==> config.mk <==
export PLATFORM = sky130hd
export DESIGN_NAME = root_driver
export DESIGN_NICKNAME = d
export VERILOG_FILES = /design/src/rtl/root_drv_pkg.sv /design/src/rtl/root_drv_edge.sv /design/src/rtl/root_driver.sv
export SDC_FILE = /design/constraint.sdc
export NUM_CORES = 1
export LEC_CHECK = 0
export ABC_CLOCK_PERIOD_IN_PS = 3340
export CAP_MARGIN = 20
export CORE_AREA = 3 3 151 80
export DETAILED_ROUTE_END_ITERATION = 10
export DIE_AREA = 0 0 154 83
export PLACE_DENSITY = 0.61
export SLEW_MARGIN = 20
export SYNTH_ARGS = -nofsm -noshare
export SYNTH_HDL_FRONTEND = slang
export SYNTH_SLANG_ARGS = --single-unit
==> constraint.sdc <==
create_clock -name CLK -period 3.34 [get_ports CLK]
set_input_delay 0.334 -clock CLK [delete_from_list [all_inputs] [get_ports CLK]]
set_output_delay 0.334 -clock CLK [all_outputs]
set_load 0.01 [all_outputs]
==> src/rtl/root_drv_pkg.sv <==
// Shared types and defaults for the root driver: FSM state encoding,
// default widths/timeout, and the all-ones result reported on a timeout.
package root_drv_pkg;

    typedef enum logic [1:0] {
        IDLE  = 2'd0,
        START = 2'd1,
        WAIT  = 2'd2,
        HOLD  = 2'd3
    } state_t;

    localparam int DEF_W         = 16;
    localparam int DEF_CNT_W     = 16;
    localparam int DEF_TO_CYCLES = 1024;

    // Wide enough for any practical W; sliced down to W at the use site.
    localparam int                   ERR_MAX_W  = 64;
    localparam logic [ERR_MAX_W-1:0] ERR_RESULT = '1;

endpackage

==> src/rtl/root_drv_edge.sv <==
// RD rise detector; rd_q resets high so an RD already high at reset release is not a rise.
// Latency: combinational rise flag from RD against last cycle's sample; no backpressure.
module root_drv_edge (
    input  logic clk_i,
    input  logic rst_n_i,
    input  logic rd_i,
    output logic rd_rise_o
);

    logic rd_q;

    always_ff @(posedge clk_i or negedge rst_n_i) begin
        if (!rst_n_i) begin
            rd_q <= 1'b1;
        end else begin
            rd_q <= rd_i;
        end
    end

    assign rd_rise_o = rd_i & ~rd_q;

endmodule

==> src/rtl/root_driver.sv <==
// Feeds operand pairs to a compute root (ST/RD handshake), returns one result per op.
// Latency: accept->ST 1 clk, RD rise->OUT_VALID 1 clk; IN_READY low until result is taken.
// Optional WAIT timeout with ERR output when ROOT_DRV_TIMEOUT_EN is defined.
module root_driver
    import root_drv_pkg::*;
#(
    parameter int W         = DEF_W,
    parameter int CNT_W     = DEF_CNT_W,
    parameter int TO_CYCLES = DEF_TO_CYCLES
) (
    input  logic             CLK,
    input  logic             RST,
    input  logic [W-1:0]     A_IN,
    input  logic [W-1:0]     B_IN,
    input  logic             IN_VALID,
    output logic             IN_READY,
    output logic             ST,
    output logic [W-1:0]     IN0,
    output logic [W-1:0]     IN1,
    input  logic             RD,
    input  logic [W-1:0]     RES,
    output logic [W-1:0]     OUT_DATA,
    output logic             OUT_VALID,
    input  logic             OUT_READY,
    output logic             BUSY,
    output logic [CNT_W-1:0] OP_CNT
`ifdef ROOT_DRV_TIMEOUT_EN
    ,
    output logic             ERR
`endif
);

    if (TO_CYCLES < 2) begin : g_to_cycles_chk
        $error("root_driver: TO_CYCLES must be at least 2");
    end

    state_t           state_q, state_d;
    logic [W-1:0]     in0_q, in0_d;
    logic [W-1:0]     in1_q, in1_d;
    logic [W-1:0]     out_data_q, out_data_d;
    logic [CNT_W-1:0] op_cnt_q, op_cnt_d;
    logic             rd_rise;
    logic             timeout;
    logic             done;

    root_drv_edge u_edge (
        .clk_i     (CLK),
        .rst_n_i   (RST),
        .rd_i      (RD),
        .rd_rise_o (rd_rise)
    );

    assign done = (state_q == WAIT) && rd_rise;

`ifdef ROOT_DRV_TIMEOUT_EN
    if (W > ERR_MAX_W) begin : g_err_w_chk
        $error("root_driver: W exceeds ERR_MAX_W");
    end

    localparam int TO_W = $clog2(TO_CYCLES);

    logic [TO_W-1:0] to_cnt_q, to_cnt_d;
    logic            err_q, err_d;

    assign timeout = (state_q == WAIT) && (to_cnt_q == TO_W'(TO_CYCLES - 1));

    // A coincident RD rise takes priority over the timeout result.
    always_comb begin
        to_cnt_d = to_cnt_q;
        err_d    = err_q;
        if (state_q == START) begin
            to_cnt_d = '0;
        end else if (state_q == WAIT) begin
            to_cnt_d = to_cnt_q + TO_W'(1);
        end
        if (timeout && !rd_rise) begin
            err_d = 1'b1;
        end else if ((state_q == HOLD) && OUT_READY) begin
            err_d = 1'b0;
        end
    end

    always_ff @(posedge CLK or negedge RST) begin
        if (!RST) begin
            to_cnt_q <= '0;
            err_q    <= 1'b0;
        end else begin
            to_cnt_q <= to_cnt_d;
            err_q    <= err_d;
        end
    end

    assign ERR = err_q;
`else
    assign timeout = 1'b0;
`endif

    always_ff @(posedge CLK or negedge RST) begin
        if (!RST) begin
            state_q <= IDLE;
        end else begin
            state_q <= state_d;
        end
    end

    always_comb begin
        state_d = state_q;
        case (state_q)
            IDLE:    if (IN_VALID) state_d = START;
            START:   state_d = WAIT;
            WAIT:    if (rd_rise || timeout) state_d = HOLD;
            HOLD:    if (OUT_READY) state_d = IDLE;
            default: state_d = IDLE;
        endcase
    end

    // Handshake outputs come only from the state register.
    always_comb begin
        IN_READY  = (state_q == IDLE);
        ST        = (state_q == START);
        OUT_VALID = (state_q == HOLD);
        BUSY      = (state_q != IDLE);
    end

    always_comb begin
        in0_d      = in0_q;
        in1_d      = in1_q;
        out_data_d = out_data_q;
        op_cnt_d   = op_cnt_q;
        if ((state_q == IDLE) && IN_VALID) begin
            in0_d = A_IN;
            in1_d = B_IN;
        end
        if (done) begin
            out_data_d = RES;
            op_cnt_d   = op_cnt_q + CNT_W'(1);
        end
`ifdef ROOT_DRV_TIMEOUT_EN
        else if (timeout) begin
            out_data_d = ERR_RESULT[W-1:0];
        end
`endif
    end

    always_ff @(posedge CLK or negedge RST) begin
        if (!RST) begin
            in0_q      <= '0;
            in1_q      <= '0;
            out_data_q <= '0;
            op_cnt_q   <= '0;
        end else begin
            in0_q      <= in0_d;
            in1_q      <= in1_d;
            out_data_q <= out_data_d;
            op_cnt_q   <= op_cnt_d;
        end
    end

    assign IN0      = in0_q;
    assign IN1      = in1_q;
    assign OUT_DATA = out_data_q;
    assign OP_CNT   = op_cnt_q;

endmodule

==> metrics.md <==
| Metric | Value |
|---|---|
| Slew Viols, Final | 0 |
| Remaining antenna violation count | 0 |
| Syn Inst Count | 217 |
| Top-Level Pins | 121 |
| Fillers | 1027 |
| Largest net degree at the start of global routing | 33 |
| Power density over the cells | 870 nW/µm² |
| Min Tclk post-route | 2.15 ns |
| Tcrit/Tclk final | 64.4% |
| Fin. Hold Viols | 0 |
| Post-synth ARST share | 100% |
| Die area | 12800 µm² |
| First-pass GRT wire length | 11.4 mm |
| Per-cell routed wire length | 13.8 µm |
| Number of global-route vias before repair | 2125 |
| CTS Buffer Depth | 2 |
| Register area | 1680 µm² |
| Grt total ovfl | 0 |
| Port Buffers | 120 |
| Total power | 3.80 mW |
| Multi-input logic area | 937 µm² |
| Post-layout util | 40.2% |
| #FFs+latches synth | 67 |
| Die height | 83 µm |
| Total number of vias | 1975 |
| Setup Buffers After CTS | 0 |
| Drt drc | 0 |
| Maximum VDD drop | 0.324 mV |
| CP arrival | 2.40 ns |
| Syn_nets | 275 |
| Post-DP HPWL | 5.20 mm |
| Clock transition at path regs | 0.05 ns |
| R2r endpoint | OP_CNT[15] |
| Nets | 404 |
| Row count | 27 |
| Slew Limit Headroom | 53.7% |
| RSZ-0062 raised after global routing | no |
| Register-to-register setup slack | 1.19 ns |
| Synth Area per Inst | 12.3 µm² |
| CP Max Fanout | 22 |
| Ys flop type | dfrtp_1 |
| Leak | 1.93 nW |
| Worst slew pin tran | 0.695 ns |
| Setup Crit Path Kind | reg -> reg |
| Final WL | 6.87 mm |
| CP Capture Type | flip-flop |
| DR iter-0 viols | 60 |
| Placer Congestion | 0.725 |
| Crit start category | flip-flop |
| Synth cell types | 25 |
| Commonest non-fill, non-tap cells in the layout | clkdlybuf4s50_1, dfrtp_1, nand2_1, mux2_2, clkbuf_16 |
| Register area share after synthesis | 63.0% |
| Final setup fails | 0 |
| Initial antenna violation count | 0 |
| Final setup margin | 1.19 ns |
| TritonCTS clock tree | built |
| Setup TNS | 0 ns |
| FMAX | 0.465 GHz |
| Initial Util | 24.6% |
| Core box area | 10800 µm² |
| Vias per cell | 3.98 |
| Hold buffers post-CTS | 0 |
| Ys Warns | 0 |
| Proportion of layout cells with a drive suffix above 1 | 16.0% |
| Most common cell after layout, fill and taps aside | clkdlybuf4s50_1 |
| Cell Area, Synth | 2670 µm² |
| Post-CTS sizing | 0 |
| Max cap viols | 0 |
| Clk_skew | 0.00372 ns |
| Post-synth EDFFs | 0 |
| R2r startpoint | state_q[0] |
| ANT cells | 0 |
| First-pass iteration count of the detailed router | 4 |
| Layout area overhead | 63.7% |
| Clock Sinks | 67 |
| Post-Place Setup Slack | 1.06 ns |
| Die width | 154 µm |
| Status | completed |
| Global Route Usage Sum | 11.3% |
| Num CTS Buffers | 9 |
| Worst hold path type | in -> async |
| Cells on worst reg2reg path | 7 |
| Req. time, crit path | 3.59 ns |
| H-tree Lvls | 3 |
| Clock Tree Root | clkbuf_16 |
| Clock Latency Late Sink | 0.33 ns |
==> per-stage QoR <==
stage               instance area, µm²  std cells  hold WS [ns]
floorplan                         2670        217        0.0384
global placement                  4050        480         0.435
CTS                               4360        496        0.0774
detailed placement                4050        480         0.434
global route                      4360        496         0.118
finish                            4360        496        0.0501
==> routing by layer <==
layer  track usage, %  vias up  wire length [µm]
met5                0        -                 0
met4             3.53        0                85
met3             3.49        8               219
met2             20.3       32              3690
met1             12.9      964              2880
li1                 -      971                 -
==> cells by family (layout without fill, tap and decap cells) <==
family / count (synthesis) / in the layout / share of synthesized area (%)
AO/OA/AOI/OAI: 3 / 3 / 0.892
XOR/XNOR: 15 / 15 / 4.93
adder cells (fa/ha/maj): 5 / 5 / 2.35
buffers and inverters: 13 / 147 / 1.88
flip-flops: 67 / 67 / 63.0
multiplexers: 32 / 32 / 13.5
AND/OR/NAND/NOR: 82 / 82 / 13.5
==> sequential cells by signal, indices dropped and copies added, names as in the netlist <==
signal       cells
OP_CNT          16
u_edge.rd_q      1
state_q          2
OUT_DATA        16
IN0             16
IN1             16
==> cell type report <==
cell class,instances,area share [%]
Clock inverter,5,1.78
Tap cell,145,4.16
Clock buffer,11,5.33
Timing Repair Buffer,125,28.3
Multi-Input combinational cell,137,21.5
Inverter,6,0.516
Sequential cell,67,38.5
==> cell usage after synthesis (2+ instances only) <==
library cell  count  area [µm²]
dfrtp_1          66        1650
nand2_1          59         221
mux2_2           32         360
xnor2_1           8        70.1
xor2_1            7        61.3
inv_1             6        22.5
nand3_1           6        30.0
ha_1              5        62.6
nor2_1            5        18.8
buf_1             3        11.3
clkbuf_1          3        11.3
and3_1            2        12.5
and4_1            2        17.5
nor3_2            2        20.0
==> worst max-delay path by stage <==
| stage | start | end | slack (ns) | cells after the start |
|---|---|---|---|---|
| finish | state_q[0] | OP_CNT[15] | 1.19 | 7 |
| floorplan | state_q[0] | OP_CNT[15] | 1.53 | 7 |
| detailed placement | RD | OP_CNT[15] | 1.06 | 6 |
| global placement | RD | OP_CNT[15] | 1.12 | 6 |
| CTS | state_q[0] | OP_CNT[15] | 1.17 | 7 |
| global route | state_q[0] | OP_CNT[15] | 0.99 | 7 |
==> power breakdown <==
part	switching [mW]	internal [mW]	total, mW
Sequential	0.180	1.14	1.32
Combinational	0.583	0.906	1.49
Clock	0.336	0.650	0.986
Total	1.10	2.70	3.80
==> critical path, stage by stage (launching register included) <==
cell and delay [ns]:
dfrtp_1 0.41, inv_1 0.09, ha_1 0.21, nand3b_1 0.09, buf_4 0.22, or4_1 0.67, nor3_2 0.22, xor2_1 0.16
(Power assumes the default switching activity.)
